$ cat src/rtl/readout_diff_integrator.sv
//------------------------------------------------------------------------------
// Module  : readout_diff_integrator
// Purpose : Windowed signed integrator for readout difference samples with
//           valid/ready result handshake and one-bit state discrimination.
//           Optional macro ACC_SATURATE_EN selects clamping instead of wrap.
// Revision: 1.0 - initial release
//------------------------------------------------------------------------------
`default_nettype none

module readout_diff_integrator #(
  parameter int DATA_WIDTH = 8,
  parameter int ACC_WIDTH  = 16,
  parameter int LEN_WIDTH  = 10
) (
  input  logic                        clk,
  input  logic                        rst,
  input  logic                        start,
  input  logic [LEN_WIDTH-1:0]        window_len,
  input  logic                        in_valid,
  input  logic signed [DATA_WIDTH-1:0] in_data,
  input  logic                        out_ready,
  output logic                        out_valid,
  output logic signed [ACC_WIDTH-1:0] out_acc,
  output logic                        out_state,
  output logic                        out_sat,
  output logic                        busy
);

  typedef enum logic [1:0] {
    S_IDLE  = 2'd0,
    S_ACCUM = 2'd1,
    S_HOLD  = 2'd2
  } state_t;

  state_t                      state_q, state_d;
  logic signed [ACC_WIDTH-1:0] acc_q, acc_d;
  logic [LEN_WIDTH-1:0]        cnt_q, cnt_d;
  logic signed [ACC_WIDTH-1:0] sum_red;

`ifdef ACC_SATURATE_EN
  logic signed [ACC_WIDTH:0] sum_full;
  logic                      clamp;
  logic                      sat_q;

  assign sum_full = {acc_q[ACC_WIDTH-1], acc_q}
                  + {{(ACC_WIDTH+1-DATA_WIDTH){in_data[DATA_WIDTH-1]}}, in_data};

  // The two top bits of the widened sum disagree exactly when the result leaves the ACC_WIDTH range.
  always_comb begin
    clamp   = sum_full[ACC_WIDTH] != sum_full[ACC_WIDTH-1];
    sum_red = sum_full[ACC_WIDTH-1:0];
    if (clamp) begin
      sum_red = sum_full[ACC_WIDTH] ? {1'b1, {(ACC_WIDTH-1){1'b0}}}
                                    : {1'b0, {(ACC_WIDTH-1){1'b1}}};
    end
  end

  always_ff @(posedge clk) begin
    if (rst) begin
      sat_q <= 1'b0;
    end else if (state_q == S_IDLE && start) begin
      sat_q <= 1'b0;
    end else if (state_q == S_ACCUM && in_valid && clamp) begin
      sat_q <= 1'b1;
    end
  end

  assign out_sat = sat_q;
`else
  assign sum_red = acc_q + {{(ACC_WIDTH-DATA_WIDTH){in_data[DATA_WIDTH-1]}}, in_data};
  assign out_sat = 1'b0;
`endif

  always_comb begin
    state_d = state_q;
    acc_d   = acc_q;
    cnt_d   = cnt_q;
    unique case (state_q)
      S_IDLE: begin
        if (start) begin
          cnt_d   = window_len;
          acc_d   = '0;
          state_d = (window_len == '0) ? S_HOLD : S_ACCUM;
        end
      end
      S_ACCUM: begin
        if (in_valid) begin
          acc_d = sum_red;
          cnt_d = cnt_q - LEN_WIDTH'(1);
          if (cnt_q == LEN_WIDTH'(1)) begin
            state_d = S_HOLD;
          end
        end
      end
      S_HOLD: begin
        if (out_ready) begin
          state_d = S_IDLE;
        end
      end
      default: state_d = S_IDLE;
    endcase
  end

  always_ff @(posedge clk) begin
    if (rst) begin
      state_q <= S_IDLE;
      acc_q   <= '0;
      cnt_q   <= '0;
    end else begin
      state_q <= state_d;
      acc_q   <= acc_d;
      cnt_q   <= cnt_d;
    end
  end

  assign out_valid = (state_q == S_HOLD);
  assign busy      = (state_q != S_IDLE);
  assign out_acc   = acc_q;
  assign out_state = ~acc_q[ACC_WIDTH-1];

endmodule

`default_nettype wire
$ cat config.mk
export PLATFORM = sky130hd
export DESIGN_NAME = readout_diff_integrator
export DESIGN_NICKNAME = d
export VERILOG_FILES = /design/src/rtl/readout_diff_integrator.sv
export SDC_FILE = /design/constraint.sdc
export NUM_CORES = 1
export LEC_CHECK = 0
export CORE_ASPECT_RATIO = 1.1
export CORE_MARGIN = 3
export CORE_UTILIZATION = 50
export DETAILED_ROUTE_END_ITERATION = 12
export PLACE_DENSITY = 0.87
export SLEW_MARGIN = 25
export SYNTH_ARGS = -nofsm -noshare
export SYNTH_HDL_FRONTEND = slang
export SYNTH_SLANG_ARGS = --single-unit
$ cat constraint.sdc
create_clock -name clk -period 4.8 [get_ports clk]
set_input_delay 1.44 -clock clk [delete_from_list [all_inputs] [get_ports clk]]
set_output_delay 1.44 -clock clk [all_outputs]
set_load 0.005 [all_outputs]
==> impl_metrics.ini, run 1 <==
[power_and_ir_drop]
finalPower_uw = 636
p_per_area_mw_per_mm2 = 255
ir_drop_mv = 0.135
p_leak_uw = 0.000981

[synthesis]
ys_async_sr_fraction_pct = 0
netlist_area_mm2 = 0.00199
synth_top_family_by_area = compound AO/OA/AOI/OAI gates
synthXorXnorAreaFrac_pct = 5.29
synth-simple-area-share_pct = 21.7
synth_compound_area_share_pct = 27.8
synth_seq_cells = 28
synth.avg_cell_area_um2 = 7.95
ys_seq_area_share_pct = 28.2
synthCells = 250
synth_fp_nets = 291
synth_mux_area_share_pct = 1.01
dominantRegCellSynth = dfxtp_1
yosys_warnings = 0
synthDistinctLibCells = 54
synthAdderAreaFrac_pct = 11.7
synth_edf_count = 0

[sta]
rsz0062_at_grt = no
drv_slew = 0
fin_ws_ps = 1260
slew_headroom_pct = 40.0
setup_tns_ps = 0
tightestPinTransition_ps = 897
finalHoldViolations = 0
finalCritPeriodShare_pct = 73.9
layout_min_cycle_time_ps = 3540
setup_viol = 0
finalClockSkew_ps = 5.85
fmax_mhz = 282

[detailed_routing]
ant_nets = 0
drtPass1Iterations = 4
wl_per_cell_um = 14.3
vias = 1962
vias_per_cell = 5.84
drc = 0
drtIter0Drc = 172
wirelength_um = 4810

[place]
post-dp-hpwl_um = 3540
numPortBuffers = 41
gp_congestion = 0.967
dp_slack_ps = 993

[clock_tree]
cts_tree = done
clk_latency_ps = 280
clock_sinks = 28
cts_resized = 0
cts_buffers = 3
clockRootBuffer = clkbuf_8
ctsLongestPathBuffers = 2
path_clk_slew_ps = 100
htreeDepth = 1
cts_setup_buffers = 0
ctsHoldBuffers = 0

[job]
drv_cap = 0

[global_routing]
grt_first_pass_wirelength_um = 8090
grt_max_degree = 23
grt_pass1_vias = 1810
grtUsageTotal_pct = 20.9
globalRouteOverflowTotal = 0
antenna_found_initial = 0

[finish]
antenna_cells = 0
final_cell_mix = clkdlybuf4s50_1 (41), nor2_1 (30), a21oi_1 (28), dfxtp_1 (28), nand2_1 (19)
synthToLayoutAreaGrowth_pct = 25.3
fillers = 342
final_nets = 328
final_common_cell = clkdlybuf4s50_1
drive_gt1_share_pct = 5.24

[critical_path]
cp_slowest_cell = clkdlybuf4s50_1
end_kind = register
rrSetupSlack_ps = 2420
cpMostUsedCell = a21oi_1
cp.required_ps = 4980
cp_max_fo = 9
crit_path_start_kind = input pin
crit_chain = clkdlybuf4s50_1, ha_1, a21oi_1, o21ai_1, a221o_1, a21oi_1, mux2i_1, nand2_1
cp_data_arrival_time_ps = 3730
critical_path_class = input pin to register
max_stage_delay_ps = 630

[hold_path]
min_path_type = register to register

[die]
dieArea_mm2 = 0.00477
core_area_mm2 = 0.00374
ios = 43
start_util_pct = 53.1
row_count = 23
die_h_um = 72.1
fp.dieW_um = 66.1

[status]
status = completed
[cells in the mapped netlist (2+ instances only)]
cell      instances  share of area, %
nand2b_1          2              0.63
o22ai_1           5               1.6
o21ai_1           7               1.8
buf_1             2              0.38
a21o_1            2              0.76
nand2_1          19               3.6
xnor2_1           8               3.5
nand3b_1          3               1.1
a22oi_1           5               1.9
nor3_1            5               1.3
clkbuf_1          3              0.57
a211oi_1          6               2.3
nor4_1            2              0.63
buf_2             2              0.50
o21ai_0           9               2.3
a22o_1            7               3.1
nand3_1           6               1.5
o21bai_1          2              0.76
xor2_1            4               1.8
nor2_1           30               5.7
ha_1             17                11
dfxtp_1          28                28
mux2i_1           2               1.0
or2_2             2              0.63
inv_1             9               1.7
buf_4             2              0.76
nand4_1           3              0.94
a21oi_1          28               7.1
nor2b_1           4               1.3
a31oi_1           2              0.63
[final timing paths]
kind / endpoint / startpoint / depth (start not counted)
max: out_acc[14] / in_data[7] / 8
min: out_acc[2] / out_acc[2] / 2
max reg2reg: out_acc[14] / state_q[0] / 6
min reg2reg: out_acc[2] / out_acc[2] / 2
[per-stage QoR]
step           util (%)  hold slack, ps  cells  area, µm²
2_1_floorplan         -             465    250       1990
3_3_place_gp       64.6             471    332       2420
3_5_place_dp       64.6             474    332       2420
4_1_cts            66.6             495    336       2490
5_1_grt            66.6             531    336       2490
6_report           66.6             492    336       2490
[metal layers]
layer | routed length (µm) | up-vias | global-route usage, %
met1 | 2220 | 913 | 29.4
li1 | - | 985 | -
met2 | 2270 | 58 | 32.9
met5 | 0 | - | 0
met3 | 241 | 6 | 2.94
met4 | 68 | 0 | 6.77
[state kept, by name, summed over array words and instances, names as in the netlist]
signal   cells
out_acc     16
cnt_q       10
state_q      2
[critical path, delay by kind of cell]
kind | cells | cell delay, ps
multiplexers | 1 | 190
buffers and inverters | 1 | 630
adder cells (fa/ha/maj) | 1 | 490
AO/OA/AOI/OAI | 4 | 900
AND/OR/NAND/NOR | 1 | 60
[kinds of logic (layout without fill, tap and decap cells)]
kind of cell | after synthesis | count (layout)
mux | 2 | 2
other cells | 1 | 1
simple gates | 86 | 86
flops | 28 | 28
xor+xnor | 12 | 12
fa+ha+maj | 18 | 18
compound gates | 84 | 84
buf+inv | 19 | 55
[power by group]
group	total [µW]	internal (µW)	switching (µW)
combinational	181	85.5	95.2
clock	190	112	77.8
sequential	266	248	17.5
total	636	446	190
[cell type report]
type / count / area [µm²] / share of cell area [%]
well taps: 50 / 62.6 / 2.51
repair buffers: 42 / 418 / 16.8
multi-input cells: 203 / 1340 / 54.0
clock inverters: 1 / 30.0 / 1.21
inverters: 9 / 33.8 / 1.36
flip-flops and latches: 28 / 561 / 22.5
clock buffers: 3 / 41.3 / 1.66
No activity file was read; power rests on OpenSTA's default activity.
==> inputs of run 2 (changes only) <==
Settings changed: CORE_UTILIZATION 50 to 46, PLACE_DENSITY 0.87 to 0.84.
Clock period 4.8 ns to 3 ns, I/O delays scaled along.
==> run 2 against run 1 <==
Against the previous run:
- largest power group unchanged
- sequential cell count unchanged
- critical path type unchanged
- register-to-register slack worse by 1600 ps
- routed wire length up 13%
- core utilization down 1.0 points
- highest routed layer unchanged
- global-route usage up 1.5 points
- power up 66%
- worst hold slack better by 14 ps
- critical endpoint is now out_acc[12]
==> impl_metrics.ini, run 2 (synthesis results as in run 1) <==
[status]
status = completed

[job]
drv_cap = 0

[clock_tree]
htreeDepth = 1
ctsHoldBuffers = 0
cts_buffers = 3
ctsLongestPathBuffers = 2
clk_latency_ps = 280
cts_tree = done
clock_sinks = 28
path_clk_slew_ps = 100
clockRootBuffer = clkbuf_8

[die]
start_util_pct = 49.0
die_h_um = 74.9
fp.dieW_um = 68.7
row_count = 24
ios = 43
core_area_mm2 = 0.00405
dieArea_mm2 = 0.00515

[global_routing]
antenna_found_initial = 0
grtUsageTotal_pct = 22.5
grt_max_degree = 20
grt_first_pass_wirelength_um = 8960
grt_pass1_vias = 1950
globalRouteOverflowTotal = 0

[place]
place_inst = 353
gp_congestion = 0.952
post-dp-hpwl_um = 4020
numPortBuffers = 41

[power_and_ir_drop]
p_per_area_mw_per_mm2 = 397
finalPower_uw = 1060
p_leak_uw = 0.00108
ir_drop_mv = 0.200

[critical_path]
crit_path_start_kind = input pin
cp_max_fo = 4
end_kind = register
cp_data_arrival_time_ps = 3060
critical_path_class = input pin to register
cp.required_ps = 3190

[sta]
rsz0062_at_grt = no
finalHoldViolations = 0
finalCritPeriodShare_pct = 95.9
setup_viol = 0
setup_tns_ps = 0
layout_min_cycle_time_ps = 2880
fmax_mhz = 348
drv_slew = 0
finalClockSkew_ps = 2.49

[finish]
largest_reg_flops = 16
final_cells = 358
final_nets = 348
drive_gt1_share_pct = 11.8
final_common_cell = clkdlybuf4s50_1
antenna_cells = 0
final_cell_mix = clkdlybuf4s50_1 (41), nor2_1 (30), a21oi_1 (28), dfxtp_1 (28), buf_4 (21)
final_util_pct = 65.5
synthToLayoutAreaGrowth_pct = 33.7

[hold_path]
min_path_type = register to register

[detailed_routing]
wirelength_um = 5460
drc = 0
vias_per_cell = 5.91
wl_per_cell_um = 15.2
vias = 2114
ant_nets = 0
drtIter0Drc = 186
drtPass1Iterations = 4
==> run 2: cell types whose count changed in the layout (fill, tap and decap cells not counted) <==
cell      change
buf_4        +20
o221ai_4      +1
o221ai_2      -1
fa_1          -1
fa_2          +1
==> run 2: area by class of cell <==
cell class | count | area [µm²]
Sequential cell | 28 | 561
Multi-Input combinational cell | 203 | 1360
Timing Repair Buffer | 62 | 568
Clock buffer | 3 | 41.3
Fill cell | 345 | 1400
Tap cell | 52 | 65.1
Inverter | 9 | 33.8
Clock inverter | 1 | 30.0
==> run 2: worst max-delay path, cell delays in order <==
cell             delay, ps
clkdlybuf4s50_1        460
ha_1                   170
inv_1                   60
fa_2                   340
nor2b_1                120
o21ai_1                100
a21boi_2               280
o221ai_4               190
o21ai_1                200
xor2_1                  90
a22o_1                 170
==> run 2: what timing repair did <==
action	4_1_cts	5_1_grt
setup endpoints to repair	0	2
resized for setup	0	2
setup buffers	0	1
==> run 2: per-stage QoR <==
stage                     area, µm²  hold WS, ps  setup slack (ps)
final                          2660          506               124
after global placement         2560          476              -107
after detailed placement       2560          493              -191
after floorplan                1990          465               450
after global routing           2660          523              26.1
after CTS                      2640          510              51.0
==> run 2: worst paths after layout <==
| kind | from | end | slack [ps] | cells past startpoint |
|---|---|---|---|---|
| worst max register to register | out_acc[0] | out_acc[12] | 810 | 10 |
| worst max-delay path | in_data[0] | out_acc[12] | 120 | 11 |
| worst min-delay path | out_acc[2] | out_acc[2] | 510 | 2 |
| worst min register to register | out_acc[2] | out_acc[2] | 510 | 2 |
==> run 2: per-layer routing <==
layer | part of all wire (%) | track usage (%) | vias up
li1 | - | - | 1027
met1 | 44 | 29.6 | 973
met2 | 49 | 35.8 | 97
met3 | 5.0 | 4.33 | 17
met4 | 2.6 | 9.05 | 0
met5 | 0 | 0 | -
==> run 2: power by group <==
part	total, µW	switching [µW]	internal (µW)
clock network	307	128	179
logic	325	167	158
registers	423	25.8	397
==> inputs of run 3 (changes only) <==
Settings changed: ABC_CLOCK_PERIOD_IN_PS set to 3000, SKIP_CTS_REPAIR_TIMING set to 1.
==> results of run 3 <==
No change in the layout: final DEF, timing and power equal those of run 2.
